`src/rtl/display_pkg.sv`:
```
// Shared constants for the two-digit hex display path: segment lookup table,
// blank pattern, segment bit positions and a polarity helper.
package display_pkg;

    localparam int SEG_A = 0;
    localparam int SEG_B = 1;
    localparam int SEG_C = 2;
    localparam int SEG_D = 3;
    localparam int SEG_E = 4;
    localparam int SEG_F = 5;
    localparam int SEG_G = 6;

    localparam logic [6:0] SEG_BLANK = 7'h00;

    // Active-high patterns for nibbles 0..F, bit order {g,f,e,d,c,b,a}
    localparam logic [6:0] SEG_LUT [16] = '{
        7'h3F, 7'h06, 7'h5B, 7'h4F, 7'h66, 7'h6D, 7'h7D, 7'h07,
        7'h7F, 7'h6F, 7'h77, 7'h7C, 7'h39, 7'h5E, 7'h79, 7'h71
    };

    function automatic logic [6:0] seg_polarity(input logic [6:0] seg, input bit active_low);
        return active_low ? ~seg : seg;
    endfunction

endpackage

```
`src/rtl/hex_display_feeder_if.sv`:
```
// Bus between the display feeder and whatever supplies its values and
// consumes its segment patterns.
interface hex_display_feeder_if;
    // load is a one-cycle strobe with no back-pressure: it is always accepted,
    // and pending stays high until the captured value reaches the display.
    logic [7:0] value_in;
    logic       load;
    logic       pending;
    logic       divided_clk;
    logic [6:0] disp0;
    logic [6:0] disp1;

    modport master (
        output value_in, load,
        input  pending, divided_clk, disp0, disp1
    );

    modport slave (
        input  value_in, load,
        output pending, divided_clk, disp0, disp1
    );
endinterface

```
`src/rtl/hex_to_seg.sv`:
```
// Combinational nibble to active-high seven-segment pattern lookup.
module hex_to_seg
    import display_pkg::*;
(
    input  logic [3:0] nibble_i,
    output logic [6:0] seg_o
);
    assign seg_o = SEG_LUT[nibble_i];
endmodule

```
`src/rtl/hex_display_feeder.sv`:
```
// Holds an 8-bit value, swaps in new values only at a refresh frame boundary,
// and drives registered segment patterns plus the digit-select toggle.
module hex_display_feeder
    import display_pkg::*;
#(
    parameter int DIV_WIDTH      = 16,
    parameter bit SEG_ACTIVE_LOW = 1'b1,
    parameter bit BLANK_LEADING  = 1'b1
) (
    input  logic                 clk,
    input  logic                 rst_n,
    hex_display_feeder_if.slave  bus
);
    localparam logic [6:0] DISP0_RST = seg_polarity(SEG_LUT[0], SEG_ACTIVE_LOW);
    localparam logic [6:0] DISP1_RST =
        seg_polarity(BLANK_LEADING ? SEG_BLANK : SEG_LUT[0], SEG_ACTIVE_LOW);

    logic [DIV_WIDTH-1:0] cnt_q, cnt_d;
    logic                 div_q, div_d;
    logic [7:0]           shown_q, shown_d;
    logic [7:0]           pend_val_q, pend_val_d;
    logic                 pending_q, pending_d;
    logic [6:0]           disp0_q, disp0_d;
    logic [6:0]           disp1_q, disp1_d;

    logic       wrap;
    logic       boundary;
    logic [6:0] seg_lo;
    logic [6:0] seg_hi;

    hex_to_seg u_seg_lo (.nibble_i(shown_q[3:0]), .seg_o(seg_lo));
    hex_to_seg u_seg_hi (.nibble_i(shown_q[7:4]), .seg_o(seg_hi));

    assign wrap     = (cnt_q == {DIV_WIDTH{1'b1}});
    // End of the disp1 phase: both digits have been refreshed with the old pair.
    assign boundary = wrap && div_q;

    always_comb begin
        cnt_d      = cnt_q + DIV_WIDTH'(1);
        div_d      = wrap ? ~div_q : div_q;
        shown_d    = shown_q;
        pend_val_d = pend_val_q;
        pending_d  = pending_q;

        if (boundary && pending_q) begin
            shown_d   = pend_val_q;
            pending_d = 1'b0;
        end
        // A load on the boundary re-arms pending for the following frame.
        if (bus.load) begin
            pend_val_d = bus.value_in;
            pending_d  = 1'b1;
        end

        disp0_d = seg_polarity(seg_lo, SEG_ACTIVE_LOW);
        disp1_d = seg_polarity((BLANK_LEADING && shown_q[7:4] == 4'h0) ? SEG_BLANK : seg_hi,
                               SEG_ACTIVE_LOW);
    end

    always_ff @(posedge clk or negedge rst_n) begin
        if (!rst_n) begin
            cnt_q      <= '0;
            div_q      <= 1'b0;
            shown_q    <= 8'h00;
            pend_val_q <= 8'h00;
            pending_q  <= 1'b0;
            disp0_q    <= DISP0_RST;
            disp1_q    <= DISP1_RST;
        end else begin
            cnt_q      <= cnt_d;
            div_q      <= div_d;
            shown_q    <= shown_d;
            pend_val_q <= pend_val_d;
            pending_q  <= pending_d;
            disp0_q    <= disp0_d;
            disp1_q    <= disp1_d;
        end
    end

    assign bus.pending     = pending_q;
    assign bus.divided_clk = div_q;
    assign bus.disp0       = disp0_q;
    assign bus.disp1       = disp1_q;

endmodule

```
`src/flat_wrapper.sv`:
```
// flat-port wrapper written by rule: the top's interface ports become plain ports
module hex_display_feeder_flat import display_pkg::*;
#(
    parameter int DIV_WIDTH      = 16,
    parameter bit SEG_ACTIVE_LOW = 1'b1,
    parameter bit BLANK_LEADING  = 1'b1
)
  (clk, rst_n, bus_value_in, bus_load, bus_pending, bus_divided_clk, bus_disp0, bus_disp1);
  hex_display_feeder_if bus_i ();
  input  logic clk;
  input  logic rst_n;
  input wire logic [$bits(bus_i.value_in)-1:0] bus_value_in;
  input wire logic [$bits(bus_i.load)-1:0] bus_load;
  output wire logic [$bits(bus_i.pending)-1:0] bus_pending;
  output wire logic [$bits(bus_i.divided_clk)-1:0] bus_divided_clk;
  output wire logic [$bits(bus_i.disp0)-1:0] bus_disp0;
  output wire logic [$bits(bus_i.disp1)-1:0] bus_disp1;
  assign bus_i.value_in = bus_value_in;
  assign bus_i.load = bus_load;
  assign bus_pending = bus_i.pending;
  assign bus_divided_clk = bus_i.divided_clk;
  assign bus_disp0 = bus_i.disp0;
  assign bus_disp1 = bus_i.disp1;
  hex_display_feeder #(.DIV_WIDTH(DIV_WIDTH), .SEG_ACTIVE_LOW(SEG_ACTIVE_LOW), .BLANK_LEADING(BLANK_LEADING)) u_core (.clk(clk), .rst_n(rst_n), .bus(bus_i));
endmodule
```
`config.mk`:
```
export PLATFORM = sky130hd
export DESIGN_NAME = hex_display_feeder_flat
export DESIGN_NICKNAME = d
export VERILOG_FILES = /design/src/rtl/display_pkg.sv /design/src/rtl/hex_display_feeder_if.sv /design/src/rtl/hex_to_seg.sv /design/src/rtl/hex_display_feeder.sv /design/src/flat_wrapper.sv
export SDC_FILE = /design/constraint.sdc
export NUM_CORES = 1
export LEC_CHECK = 0
export ABC_CLOCK_PERIOD_IN_PS = 1800
export BUFFER_PORTS_ARGS = -buffer_cell sky130_fd_sc_hd__buf_2
export CORE_ASPECT_RATIO = 1.5
export CORE_UTILIZATION = 52
export DETAILED_ROUTE_END_ITERATION = 7
export PLACE_DENSITY = 0.74
export SLEW_MARGIN = 0
export SYNTH_ARGS = -nofsm -noshare
export SYNTH_HDL_FRONTEND = slang
export SYNTH_HIERARCHICAL = 1
export SYNTH_SLANG_ARGS = --single-unit
```
`constraint.sdc`:
```
create_clock -name clk -period 1.8 [get_ports clk]
set_clock_uncertainty 0.1 [all_clocks]
set_input_delay 0 -clock clk [delete_from_list [all_inputs] [get_ports clk]]
set_output_delay 0 -clock clk [all_outputs]
set_load 0.005 [all_outputs]
```
==> flow_summary.yaml <==
routing:
  vias: 1567
  vias_per_cell: 5.33
  firstDrtPassIters: 6
  wirelength_um: 3980
  ant_nets: 0
  drt_iter0_markers: 32
  drcViolationCount: 7
  post_drt_wl_per_cell_um: 13.5
critical_path:
  path_cells: "ha_2 -> and4_4 -> nand4_4 -> nor3_4 -> buf_6 -> mux2_2"
  end_kind: "flop"
  reg2reg_slack_ps: 80
  critPathKind: "flop to flop"
  start_kind: "flop"
  cp_slowest_cell: "dfrtp_1"
  worst_ep_arrival_time_ps: 1810
  crit_buf_inv: 1
  cp_top_family: "simple AND/OR/NAND/NOR gates"
  worst_ep_required_time_ps: 1890
  cp_max_fo: 4
  cpPeakStageDelay_ps: 350
global_routing:
  grt_pass1_wl_um: 6740
  grt_max_degree: 21
  grt_pass1_vias: 1515
  grtUsageTotal_pct: 18.4
  grt_overflow: 0
  antenna_found_initial: 0
floorplan:
  dieWidth_um: 57.1
  die_area_mm2: 0.00484
  die-height_um: 84.7
  ios: 27
  rows: 29
  core_area_mm2: 0.00432
  initial_core_util_pct: 54.9
synthesis:
  ys_warn_count: 6
  mappedNetlistArea_mm2: 0.00237
  synthCells: 194
  synthesis.nets: 220
  ys_ff_latch: 48
  yosysSeqAreaShare_pct: 51.1
  synth.top_cell.area_share_pct: 42.2
  synth_top_family_by_area: "multiplexers"
  synth_compound_gate_area_share_pct: 3.91
  yosys.area.top_type: "dfrtp_1"
  postSynthAreaPerCell_um2: 12.2
  synth_cell_types: 34
  synth_xor_area_share_pct: 5.54
  synth_fa_ha_area_share_pct: 7.92
  synthSimpleGateAreaFrac_pct: 12.3
  synthMuxAreaShare_pct: 14.4
  yosys-top-cells-area: "dfrtp_1 42%, mux2_2 10%, dfstp_2 8.9%"
clock_tree:
  cts.sinks: 48
  clk_pin_slew_ps: 90
  htree_levels: 2
  clk_latency_ps: 300
  clockBufferDepth: 2
  cts_buffers: 5
  cts-root-buf: "clkbuf_8"
  cts_tree: "yes"
sta:
  period_share_pct: 95.6
  slew_viol_final: 0
  setup_viol_count_final: 0
  rsz0062_at_grt: "yes"
  post-route-min-period_ps: 1720
  hold_viol_final: 0
  worst-slew-pin-transition_ps: 479
  max_slew_margin_pct: 68.1
  worst_slack_ps: 79.2
  max_freq_mhz: 581
finish:
  layout-drive-gt1-share_pct: 34.7
  final_common_cell: "dfrtp_1"
  final_net_count: 273
  antennaDiodeCount: 0
  fillers: 314
  area_growth_pct: 20.8
  layout_common_cells: "40 x dfrtp_1, 26 x buf_2, 20 x inv_1"
place:
  hpwl_um: 2820
  place_ws_ps: -4.38
  gp_congestion: 0.799
  io_buffers: 26
power:
  powerDensity_mw_per_mm2: 638
  peakVddDrop_uv: 575
  power.switching_uw: 382
  power_frac_comb_pct: 4.1
  total_power_uw: 1830
  swShare_pct: 20.9
  p_int_uw: 1440
  clkPwrFrac_pct: 35.3
  seq_power_share_pct: 60.6
  p_leak_uw: 0.00137
min_path:
  hold_class: "input pin to async pin"
run_status:
  violations: "DRC"
  status: "finished, violations left"
job:
  drv_cap: 0
## sequential cells by signal (all words and copies together), names as in the netlist
signal and flops:
u_core/pend_val_q 8, u_core/bus.pending 1, u_core/bus.divided_clk 1, u_core/shown_q 8
u_core/bus.disp1 7, u_core/bus.disp0 7, u_core/cnt_q 16
## final cells by class
cell class / instances / area (um2) / share of cell area [%]
Clock inverter: 2 / 10.0 / 0.350
Tap cell: 46 / 57.6 / 2.01
Inverter: 20 / 75.1 / 2.62
Sequential cell: 48 / 1210 / 42.3
Multi-Input combinational cell: 120 / 1070 / 37.3
Timing Repair Buffer: 52 / 358 / 12.5
Clock buffer: 6 / 82.6 / 2.88
## power by group through the flow
stage,registers (uW),clock network (uW),logic [uW]
after floorplan,1120,0,22.1
after global placement,1130,0,58.4
after detailed placement,1130,0,59.8
after CTS,1110,676,76.9
after global routing,1110,713,84.2
final,1110,644,75.3
## cells by family (layout without fill, tap and decap cells)
logic type,count (synthesis),count (layout)
AOI/OAI and AO/OA,13,13
muxes,28,28
buffers and inverters,26,80
DFF,48,48
xor gates and xnor gates,15,15
adders and majority gates,15,15
and+or+nand+nor,49,49
## per-stage QoR
step	util (%)	setup TNS [ps]	hold WS, ps	area, um2	instances
6_report	66.3	0	27.2	2860	294
4_1_cts	65.3	-22.6	24.9	2820	292
3_3_place_gp	60.8	0	-181	2630	274
5_1_grt	66.3	-81.0	62.6	2860	294
3_5_place_dp	60.8	-8.83	-178	2630	274
2_1_floorplan	-	-617	-396	2370	194
## repair_timing
action                     in CTS  in global routing
hold buffers                   10                  0
setup buffers                   0                  2
setup endpoints to repair       4                  8
gates resized for setup         0                  8
pin swaps                       0                  4
hold endpoints to repair       54                  0
## synthesized netlist by cell type
| cell type | number |
|---|---|
| nor4_1 | 1 |
| nand4_1 | 3 |
| nand3_1 | 5 |
| o31a_2 | 2 |
| mux4_1 | 2 |
| and3_1 | 2 |
| mux2i_1 | 4 |
| mux2_2 | 22 |
| nor3_4 | 1 |
| ha_1 | 15 |
| buf_6 | 2 |
| inv_1 | 20 |
| xnor2_1 | 8 |
| and4_4 | 1 |
| a31o_1 | 2 |
| or2b_1 | 2 |
| dfstp_2 | 8 |
| nor2b_1 | 2 |
| a21oi_1 | 6 |
| nand4_4 | 1 |
| nand3b_1 | 2 |
| nand2_1 | 15 |
| clkbuf_1 | 2 |
| and4_1 | 1 |
| o32a_1 | 2 |
| nor2_1 | 3 |
| dfrtp_1 | 40 |
| nor4bb_1 | 1 |
| nor3_1 | 5 |
| o21ai_0 | 1 |
| or4_1 | 1 |
| xor2_1 | 7 |
| buf_2 | 2 |
| nand2b_1 | 3 |
## routing by layer
metal  track usage, %  wire, um
met1             19.7      1590
met5                0         0
met4             9.09        93
met2             33.4      2180
met3             3.85       124
## worst register-to-register path: stages, from the launching register on
cell,delay (ps)
dfrtp_1,350
ha_2,180
and4_4,240
nand4_4,120
nor3_4,160
buf_6,150
mux2_2,320
## worst paths after layout
| path | cells after the start | to | start |
|---|---|---|---|
| setup / recovery | 6 | u_core/shown_q[4] | u_core/cnt_q[1] |
| hold / removal | 2 | u_core/shown_q[7] | rst_n |
| setup reg to reg | 6 | u_core/shown_q[4] | u_core/cnt_q[1] |
| hold reg to reg | 1 | u_core/cnt_q[13] | u_core/cnt_q[13] |
| max in group asynchronous | 3 | u_core/cnt_q[4] | rst_n |
| min in group clk | 3 | u_core/pend_val_q[1] | bus_value_in[1] |
Note: power is estimated with default switching activity, not from simulation.
